## src/rtl/muldiv_ctrl.sv

```systemverilog
// rtl/muldiv_ctrl.sv - multi-cycle MULT/MULTU/DIV/DIVU sequencer owning HI/LO
// Fixed 34-cycle latency for every op, including divide by zero.
module muldiv_ctrl (
  input  logic        clk,
  input  logic        reset,
  input  logic        start,
  input  logic [1:0]  op,
  input  logic [31:0] In1,
  input  logic [31:0] In2,
  input  logic        mthi,
  input  logic        mtlo,
  input  logic [31:0] wdata,
  output logic        busy,
  output logic        done,
  output logic        div_zero,
  output logic [31:0] hi,
  output logic [31:0] lo
);

  typedef enum logic [1:0] {S_IDLE, S_RUN, S_FIX} state_t;

  state_t      r_state;
  state_t      w_state_next;
  logic [4:0]  r_cnt;
  logic        r_busy;
  logic        r_done;
  logic        r_div_zero;
  logic [31:0] r_hi;
  logic [31:0] r_lo;

  logic        r_is_div;
  logic        r_neg_a;
  logic        r_neg_b;
  logic        r_dz;
  logic [31:0] r_in1;
  logic [31:0] r_b;
  logic [31:0] r_acc;
  logic [31:0] r_q;

  logic        w_load;
  logic        w_iter;
  logic        w_fix;
  logic        w_mt_ok;

  logic        w_signed;
  logic [31:0] w_mag1;
  logic [31:0] w_mag2;
  logic [32:0] w_sum;
  logic [32:0] w_shift;
  logic [32:0] w_trial;
  logic        w_ge;
  logic [63:0] w_prod;
  logic [63:0] w_prod_fix;
  logic [31:0] w_quo_fix;
  logic [31:0] w_rem_fix;
  logic [31:0] w_hi_res;
  logic [31:0] w_lo_res;

  always_ff @(posedge clk or posedge reset) begin
    if (reset) r_state <= S_IDLE;
    else       r_state <= w_state_next;
  end

  always_comb begin
    w_state_next = r_state;
    case (r_state)
      S_IDLE:  if (start) w_state_next = S_RUN;
      S_RUN:   if (r_cnt == 5'd31) w_state_next = S_FIX;
      S_FIX:   w_state_next = S_IDLE;
      default: w_state_next = S_IDLE;
    endcase
  end

  always_comb begin
    w_load  = 1'b0;
    w_iter  = 1'b0;
    w_fix   = 1'b0;
    w_mt_ok = 1'b0;
    case (r_state)
      S_IDLE: begin
        w_load  = start;
        w_mt_ok = 1'b1;
      end
      S_RUN:   w_iter = 1'b1;
      S_FIX:   w_fix  = 1'b1;
      default: ;
    endcase
  end

  assign w_signed = ~op[0];
  assign w_mag1   = (w_signed && In1[31]) ? -In1 : In1;
  assign w_mag2   = (w_signed && In2[31]) ? -In2 : In2;

  // Multiply: add multiplicand when the low multiplier bit is set, then shift {acc, q} right.
  assign w_sum   = {1'b0, r_acc} + (r_q[0] ? {1'b0, r_b} : 33'd0);

  // Divide: shift next dividend bit into the remainder and try to subtract.
  assign w_shift = {r_acc, r_q[31]};
  assign w_ge    = (w_shift >= {1'b0, r_b});
  assign w_trial = w_shift - {1'b0, r_b};

  assign w_prod     = {r_acc, r_q};
  assign w_prod_fix = (r_neg_a ^ r_neg_b) ? -w_prod : w_prod;
  assign w_quo_fix  = (r_neg_a ^ r_neg_b) ? -r_q : r_q;
  assign w_rem_fix  = r_neg_a ? -r_acc : r_acc;

  always_comb begin
    w_hi_res = w_prod_fix[63:32];
    w_lo_res = w_prod_fix[31:0];
    if (r_is_div) begin
      if (r_dz) begin
        w_hi_res = r_in1;
        w_lo_res = 32'hFFFF_FFFF;
      end else begin
        w_hi_res = w_rem_fix;
        w_lo_res = w_quo_fix;
      end
    end
  end

  always_ff @(posedge clk or posedge reset) begin
    if (reset) begin
      r_cnt    <= 5'd0;
      r_is_div <= 1'b0;
      r_neg_a  <= 1'b0;
      r_neg_b  <= 1'b0;
      r_dz     <= 1'b0;
      r_in1    <= 32'd0;
      r_b      <= 32'd0;
      r_acc    <= 32'd0;
      r_q      <= 32'd0;
    end else if (w_load) begin
      r_cnt    <= 5'd0;
      r_is_div <= op[1];
      r_neg_a  <= w_signed & In1[31];
      r_neg_b  <= w_signed & In2[31];
      r_dz     <= op[1] & (In2 == 32'd0);
      r_in1    <= In1;
      r_b      <= w_mag2;
      r_acc    <= 32'd0;
      r_q      <= w_mag1;
    end else if (w_iter) begin
      r_cnt <= r_cnt + 5'd1;
      if (r_is_div) begin
        r_acc <= w_ge ? w_trial[31:0] : w_shift[31:0];
        r_q   <= {r_q[30:0], w_ge};
      end else begin
        r_acc <= w_sum[32:1];
        r_q   <= {w_sum[0], r_q[31:1]};
      end
    end
  end

  // HI/LO change only on MTHI/MTLO in IDLE or on the FIX-state result write.
  always_ff @(posedge clk or posedge reset) begin
    if (reset) begin
      r_hi       <= 32'd0;
      r_lo       <= 32'd0;
      r_busy     <= 1'b0;
      r_done     <= 1'b0;
      r_div_zero <= 1'b0;
    end else begin
      r_busy <= (w_state_next != S_IDLE);
      r_done <= w_fix;
      if (w_load)
        r_div_zero <= 1'b0;
      else if (w_fix)
        r_div_zero <= r_dz;
      if (w_fix) begin
        r_hi <= w_hi_res;
        r_lo <= w_lo_res;
      end else if (w_mt_ok) begin
        if (mthi) r_hi <= wdata;
        if (mtlo) r_lo <= wdata;
      end
    end
  end

  assign busy     = r_busy;
  assign done     = r_done;
  assign div_zero = r_div_zero;
  assign hi       = r_hi;
  assign lo       = r_lo;

endmodule

```

## config.mk

```make
export PLATFORM = sky130hd
export DESIGN_NAME = muldiv_ctrl
export DESIGN_NICKNAME = d
export VERILOG_FILES = /design/src/rtl/muldiv_ctrl.sv
export SDC_FILE = /design/constraint.sdc
export NUM_CORES = 1
export LEC_CHECK = 0
export CAP_MARGIN = 15
export CELL_PAD_IN_SITES_DETAIL_PLACEMENT = 0
export CELL_PAD_IN_SITES_GLOBAL_PLACEMENT = 1
export CORE_ASPECT_RATIO = 2
export CORE_MARGIN = 5
export CORE_UTILIZATION = 40
export CTS_BUF_LIST = sky130_fd_sc_hd__clkbuf_8
export CTS_CLUSTER_DIAMETER = 40
export DETAILED_ROUTE_END_ITERATION = 12
export PLACE_DENSITY_LB_ADDON = 0.1
export SYNTH_ARGS = -nofsm -noshare
export SYNTH_HDL_FRONTEND = slang
export SYNTH_SLANG_ARGS = --single-unit
```

## constraint.sdc

```tcl
create_clock -name clk -period 6.9 [get_ports clk]
set_input_delay 1.035 -clock clk [delete_from_list [all_inputs] [get_ports clk]]
set_output_delay 1.035 -clock clk [all_outputs]
set_load 0.01 [all_outputs]
```

# After elaboration in Yosys (flattened, before gate mapping)

Cells that the tools add are included.
Widths: inputs -> output; s select.

Latch bits: 0
Memories: 0
Word-level logic and storage cells: 78
ROM bits: 0
Output and inout bits: 67
Memory bits (writable): 0
Register bits after elaboration: 206
Input bits: 103

Order comparisons: 1
Mux-type cells: 34
Bitwise gates (word level): 5
Multipliers: 0
Equal/unequal tests: 3
Reductions and logical operators: 12
Divide/modulo/power cells: 0
Add/subtract/negate cells: 8
Shift-type cells: 0

Operator list:

| operator            | count |
|---|---|
| $mux 32             | 22 |
| $neg 32->32         | 4 |
| $mux 64             | 1 |
| $neg 64->64         | 1 |
| $add 32x32->33      | 1 |
| $ge 33x32->1        | 1 |
| $logic_not 32->1    | 1 |
| $sub 32x32->32      | 1 |
| $reduce_bool 2->1   | 6 |
| $mux 5              | 2 |
| $mux 1              | 6 |
| $add 5x1->5 const B | 1 |
| $eq 5x5->1 const B  | 1 |
| $mux 2              | 2 |
| $pmux 2 s2          | 1 |
| $reduce_and 2->1    | 2 |
| $and 1x1->1         | 3 |
| $eq 2x1->1 const B  | 1 |
| $eq 2x2->1 const B  | 1 |
| $logic_and 1x1->1   | 2 |
| $logic_not 2->1     | 1 |
| $not 1->1           | 1 |
| $xor 1x1->1         | 1 |

# Longest topological paths before layout

Gate-level depths: netlist of the first run.

Depth in word-level cells: 5
Mapped depth: 14
Mapped depth without buffers: 13

# Worst setup path after synthesis of the first run

No wires, ideal clock.

Path kind: register to register
Start: reg r_acc[5]
End: reg r_hi[26] (netlist: hi[26])
Setup time: 0.131 ns
Cell stages (with the launch flop): 11
Arrival: 3.176 ns
Path slack: 3.593 ns
Data required time: 6.769 ns
Period minus slack after synthesis: 3.307 ns
Cells stage by stage: dfrtp_1 > buf_6 > or3_4 > or3_4 > or4b_4 > or4_4 > or4_1 > o21ai_2 > xnor2_1 > mux2i_1 > o21ai_1

Cells in the longest elaborated chain, start to end: 5
Elaborated cells on any way between the ends: 7

Ends and longest elaborated chain:

| element                  | line | text |
|---|---|---|
| start: declaration       | 37   | `logic [31:0] r_acc;` |
| start signal: assignment | 145  | `r_acc <= w_ge ? w_trial[31:0] : w_shift[31:0];` |
| start signal: assignment | 148  | `r_acc <= w_sum[32:1];` |
| $neg 32->32              | 105  | `assign w_rem_fix = r_neg_a ? -r_acc : r_acc;` |
| $mux 32                  | 105  |  |
| $mux 32                  | 111  | `if (r_dz) begin` |
| $mux 32 *                | 110  | `if (r_is_div) begin` |
| $mux 32 *                | 169  | `if (w_fix) begin` |
| end signal: assignment   | 170  | `r_hi <= w_hi_res;` |
| end signal: assignment   | 173  | `if (mthi) r_hi <= wdata;` |
| end: declaration         | 28   | `logic [31:0] r_hi;` |

Every way passes the cells marked *; elsewhere a longest branch is shown, timed or not.
A chain may end at the register's enable or synchronous reset.

# Worst setup path after layout of the first run

Start: reg r_acc[4]
End: reg r_acc[20]

Cells in the longest elaborated chain, start to end: 5
Elaborated cells on any way between the ends: 7

Ends and longest elaborated chain:

| element                                        | line    | text |
|---|---|---|
| $sub 32x32->32 or $ge 33x32->1 (tied branches) | 100, 99 |  |
| $mux 32                                        | 145     |  |
| $mux 32 *                                      | 144     | `if (r_is_div) begin` |
| $mux 32 *                                      | 142     | `end else if (w_iter) begin` |
| $mux 32 *                                      | 132     | `end else if (w_load) begin` |

Every way passes the cells marked *; elsewhere a longest branch is shown, timed or not. The select of a mux whose other input is x is not followed.

==> flow_metrics.py, run 1 <==
metrics = {
    "final_layout": {
        "final_cell_mix": "nand2_1 (315), o21ai_0 (222), dfrtp_1 (205)",
        "nets": 2393,
        "multi_input_area_sq_um": 10500,
        "final_common_cell": "nand2_1",
        "ff_latch_area_sq_um": 5160,
        "synthToLayoutAreaGrowth_pct": 17.9,
        "n_fill_cell": 4141,
        "drive_above_1_share": 0.0512,
    },
    "critical_path": {
        "crit_buf_inv": 1,
        "cp.required_ns": 7.34,
        "cp-start-kind": "register",
        "worst-path-max-fanout": 32,
        "cp_top_family": "compound AO/OA/AOI/OAI gates",
        "r2r_slack_ns": 2.70,
        "critPathKind": "reg -> reg",
        "cp_slowest_cell": "dfrtp_1",
        "crit_arrival_ns": 4.65,
        "end_kind": "register",
        "path_cells": "ha_1, and4_1, a221oi_1, o21ai_0, o211ai_1, a21oi_1, nor2_4, buf_4, mux2i_1, nor2_1, a221o_1",
        "crit_path_max_incr_delay_ns": 0.72,
    },
    "placed_design": {
        "place_ws_ns": 2.40,
        "hpwl_um": 53200,
        "portBuffers": 169,
        "place_congestion": 0.945,
    },
    "route": {
        "vias": 16210,
        "drtAntennaViolNets": 0,
        "wl_met3_um": 2750,
        "dr_wl_met2_um": 36000,
        "wl_per_cell_um": 24.2,
        "drt-initial-drc-count": 1159,
        "met1_length_um": 22200,
        "vias_per_cell": 5.83,
        "dr.pass1.iters": 5,
        "top_layer": "met5",
        "remaining_drc_errors": 0,
        "wl_um": 67300,
    },
    "timing": {
        "fmax_mhz": 238,
        "rsz0062_at_grt": "no",
        "fin_skew_ns": 0.0147,
        "setup_ws_ns": 2.70,
        "post-route-min-period_ns": 4.20,
        "min_period_over_period": 0.609,
        "finalHoldViolations": 0,
        "finalMaxSlewViolations": 0,
        "tightest_slew_ns": 1.14,
        "finalSetupTns_ns": 0,
        "max_slew_margin": 0.239,
        "finalSetupViolations": 0,
    },
    "synth": {
        "ys_ff_latch": 206,
        "synth_nets": 2293,
        "synth_area_sq_um": 16400,
        "async_flop_share": 1.00,
        "syn_area_per_cell_sq_um": 7.74,
        "syn_inst": 2118,
        "ys_types": 75,
        "synth_top_cell_by_area": "dfrtp_1",
        "synth_enable_flop_cells": 0,
        "synth_top_area_frac": 0.315,
        "seq_area_frac_synth": 0.315,
        "ys.flop_type": "dfrtp_1",
        "yosys-top-cells-area": "dfrtp_1 (31%), nand2_1 (7.2%), o21ai_0 (6.8%)",
        "yosys_warnings": 0,
    },
    "floorplanning": {
        "start_util": 0.401,
        "dieHeight_um": 296,
        "placeableCoreArea_sq_um": 40900,
        "die-width_um": 153,
        "die_area_sq_um": 45400,
        "num_rows": 105,
        "num_io_pins": 170,
    },
    "clocking": {
        "h-tree-depth": 2,
        "post_cts_resized": 0,
        "clockBufferDepth": 3,
        "cts_root_buffer": "clkbuf_8",
        "cts_buffers": 37,
        "clk_latency_ns": 0.57,
        "clk_pin_slew_worst_paths_ns": 0.06,
        "cts_tree": "built",
        "cts_setup_buffers": 0,
        "holdBufCountCts": 0,
        "cts_sinks": 206,
    },
    "grt": {
        "grt_use_total": 0.288,
        "grt_max_degree": 97,
        "grt_pass1_wl_um": 100000,
        "grt_pass1_vias": 16398,
        "antenna_found_initial": 3,
        "grt_overflow": 0,
    },
    "run": {
        "cap_violations": 0,
    },
    "pwr": {
        "p_leak_uw": 0.00814,
        "ir_drop_mv": 0.282,
        "totalPowerFinal_uw": 11500,
        "pwr_density_cell_nw_per_um2": 595,
    },
    "run_status": {
        "status": "finished, final reports clean",
    },
    "worst_hold_path": {
        "worstHoldPathType": "reg -> reg",
    },
}
cell type report:
cell class                      count  area share
Multi-Input combinational cell   1711       0.544
Timing Repair Buffer              194      0.0971
Inverter                           68      0.0136
Clock inverter                     20      0.0105
Clock buffer                       46      0.0328
Antenna cell                        2    0.000259
Sequential cell                   206       0.267
Tap cell                          535      0.0346
logic make-up after synthesis:
logic type	after synthesis	share of synthesized area
and+or+nand+nor	736	0.202
AOI/OAI and AO/OA	660	0.246
DFF	206	0.315
buffers and inverters	201	0.0472
xor gates and xnor gates	187	0.0999
adders and majority gates	72	0.0559
muxes	56	0.0347
power by group:
group / internal (uW) / switching (uW)
Combinational: 3010 / 4420
Clock: 757 / 559
Sequential: 1810 / 948
Total: 5580 / 5920
synthesized netlist by cell type, types with 4 or more instances:
cell type  number
a211oi_1       19
a21oi_1       167
nand2b_1       16
nor4_1         22
or3_1          22
clkbuf_1      120
o221ai_1       13
a31oi_1        16
nor3_1         39
o211ai_1       29
a32o_1          4
a22o_1         10
o21a_1          9
xor2_1         90
nand3b_1        4
o31a_1          4
a41oi_1         4
xnor2_1        97
nor3b_1         5
nand3_1        41
o22ai_1        44
ha_1           70
a21o_1         20
dfrtp_1       206
inv_1          67
and3_1          8
or2_2           9
a21boi_0        5
nor2_1        190
o21bai_1       10
nor2b_1        15
o21ai_0       222
nand4_1        13
a221o_1         7
a22oi_1        17
o31ai_1        23
nand2_1       315
or4_1          11
mux2i_1        53
buf_1           8
o41ai_1        12
and2_1         12
stage by stage:
stage	cell area [sq um]	std cells	hold slack, ns	util
2_1_floorplan	16400	2118	0.440	-
3_3_place_gp	18500	2713	0.457	0.452
3_5_place_dp	18500	2713	0.459	0.452
4_1_cts	19300	2779	0.476	0.473
5_1_grt	19300	2782	0.498	0.473
6_report	19300	2782	0.475	0.473
layer usage:
metal	vias up	track usage
li1	7781	-
met1	7681	0.270
met2	534	0.553
met3	212	0.0349
met4	2	0.229
met5	-	0
state kept, by name, indices dropped and copies added, names as in the netlist:
name and cells:
hi 32, r_in1 32, r_q 32, div_zero 1, lo 32, r_acc 32
r_state 2, done 1, busy 1, r_dz 1, r_neg_a 1, r_is_div 1
r_cnt 5, r_neg_b 1, r_b 32
worst min-delay path, delay by kind of cell, from the launching register on:
kind             cells  cell delay (ns)
AO/OA/AOI/OAI        1             0.06
flip-flops           1             0.34
AND/OR/NAND/NOR      1             0.04
path summary, 6_finish.rpt:
path                        endpoint      from  cells past startpoint
min reg2reg                   r_b[9]    r_b[9]                      2
min in group asynchronous     r_q[5]     reset                      2
min                           r_b[9]    r_b[9]                      2
max in group asynchronous     lo[20]     reset                      3
max reg2reg                r_acc[20]  r_acc[4]                     11
max                        r_acc[20]  r_acc[4]                     11
No activity file was read; power rests on OpenSTA's default activity.
==> inputs of run 2 (changes only) <==
CORE_UTILIZATION = 44   (was 40)
clock period = 4.27 ns   (was 6.9 ns; I/O delays follow)
==> flow_metrics.py, run 2 (synthesized netlist as in run 1, its figures left out) <==
metrics = {
    "clocking": {
        "clockBufferDepth": 3,
        "clk_pin_slew_worst_paths_ns": 0.07,
        "cts_tree": "built",
        "post_cts_resized": 0,
        "holdBufCountCts": 0,
        "cts_root_buffer": "clkbuf_8",
        "cts_sinks": 206,
        "cts_buffers": 37,
        "h-tree-depth": 2,
        "clk_latency_ns": 0.58,
        "cts_setup_buffers": 0,
    },
    "final_layout": {
        "drive_above_1_share": 0.0702,
        "final_common_cell": "nand2_1",
        "fin_util": 0.529,
        "nets": 2440,
        "final_cell_mix": "nand2_1 (315), o21ai_0 (222), dfrtp_1 (205)",
        "post-route-cell-area_sq_um": 19600,
        "fin_cells": 2753,
        "synthToLayoutAreaGrowth_pct": 19.6,
    },
    "critical_path": {
        "worst-path-max-fanout": 12,
        "crit_path_max_incr_delay_ns": 0.61,
        "reg2reg_depth": 8,
        "cp-start-kind": "register",
        "cpMostUsedCell": "o21ai_0",
        "crit_buf_inv": 0,
        "critPathKind": "reg -> reg",
        "cp.required_ns": 4.71,
        "cp.depth": 8,
        "cp_top_family": "simple AND/OR/NAND/NOR gates",
        "crit_arrival_ns": 4.37,
        "path_cells": "or4_1, nor4_1, nand4b_1, or2_2, o21ai_0, a21oi_1, o221ai_1, o21ai_0",
        "end_kind": "register",
        "cp_slowest_cell": "or4_1",
    },
    "floorplanning": {
        "placeableCoreArea_sq_um": 37000,
        "die-width_um": 146,
        "num_io_pins": 170,
        "start_util": 0.443,
        "die_area_sq_um": 41400,
        "dieHeight_um": 283,
        "num_rows": 100,
    },
    "pwr": {
        "totalPowerFinal_uw": 18900,
        "p_leak_uw": 0.00837,
        "pwr_density_cell_nw_per_um2": 963,
        "ir_drop_mv": 0.436,
    },
    "timing": {
        "finalSetupViolations": 0,
        "tightest_slew_ns": 1.05,
        "post-route-min-period_ns": 3.94,
        "min_period_over_period": 0.922,
        "fmax_mhz": 254,
        "finalMaxSlewViolations": 0,
        "rsz0062_at_grt": "no",
        "finalHoldViolations": 0,
        "finalSetupTns_ns": 0,
        "max_slew_margin": 0.296,
        "fin_skew_ns": 0.0178,
    },
    "placed_design": {
        "portBuffers": 169,
        "place_area_sq_um": 18800,
        "place_congestion": 0.991,
        "dp.cells": 2685,
        "hpwl_um": 53500,
    },
    "worst_hold_path": {
        "worstHoldPathType": "reg -> reg",
        "whs_path_depth": 2,
    },
    "route": {
        "wl_um": 67800,
        "vias_per_cell": 6.04,
        "dr.pass1.iters": 8,
        "vias": 16637,
        "wl_per_cell_um": 24.6,
        "remaining_drc_errors": 0,
        "drt-initial-drc-count": 1195,
        "drtAntennaViolNets": 0,
    },
    "grt": {
        "grt_pass1_wl_um": 102000,
        "grt_use_total": 0.319,
        "grt_pass1_vias": 16877,
        "antenna_found_initial": 1,
        "grt_max_degree": 76,
        "grt_overflow": 0,
    },
    "run_status": {
        "status": "finished, final reports clean",
    },
    "run": {
        "cap_violations": 0,
    },
}
==> run 2: power by group <==
part	internal [uW]	leakage (uW)	total [uW]	switching, uW
clock network	1110	0.000434	2040	938
logic	5110	0.00540	12600	7490
registers	2930	0.00254	4230	1300
total	9140	0.00837	18900	9730
==> run 2: through the flow <==
stage	hold WS, ns	setup WS, ns
after global routing	0.497	0.232
final	0.475	0.333
after global placement	0.460	0.375
after CTS	0.483	0.438
after detailed placement	0.464	0.466
after floorplan	0.440	0.957
==> run 2: path summary, 6_finish.rpt <==
check / startpoint / end / slack [ns]
min in group asynchronous: reset / r_q[4] / 0.62
worst max register to register: r_q[22] / hi[2] / 0.33
worst max-delay path: r_q[22] / hi[2] / 0.33
worst min register to register: r_b[22] / r_b[22] / 0.48
max in group asynchronous: reset / lo[1] / 2.73
worst min-delay path: r_b[22] / r_b[22] / 0.48
==> run 2: cell type report <==
cell class | instances | area, sq um
antenna | 1 | 2.50
clock buffer | 46 | 633
clock inverter | 21 | 160
fill | 3666 | 17400
inverter | 68 | 259
multi-input combinational | 1711 | 10500
sequential | 206 | 5160
tap | 459 | 574
timing repair buffer | 241 | 2310
==> run 2: metal layers <==
metal	routed length, um	part of all wire	GRT usage
met1	22100	0.33	0.305
met3	3320	0.049	0.0462
met2	35000	0.52	0.584
met4	7410	0.11	0.280
met5	0	0	0
==> run 2: worst reg2reg max path, cell delays in order, from the launching register on <==
cell,delay (ns)
dfrtp_1,0.45
or4_1,0.61
nor4_1,0.52
nand4b_1,0.50
or2_2,0.61
o21ai_0,0.35
a21oi_1,0.13
o221ai_1,0.48
o21ai_0,0.14
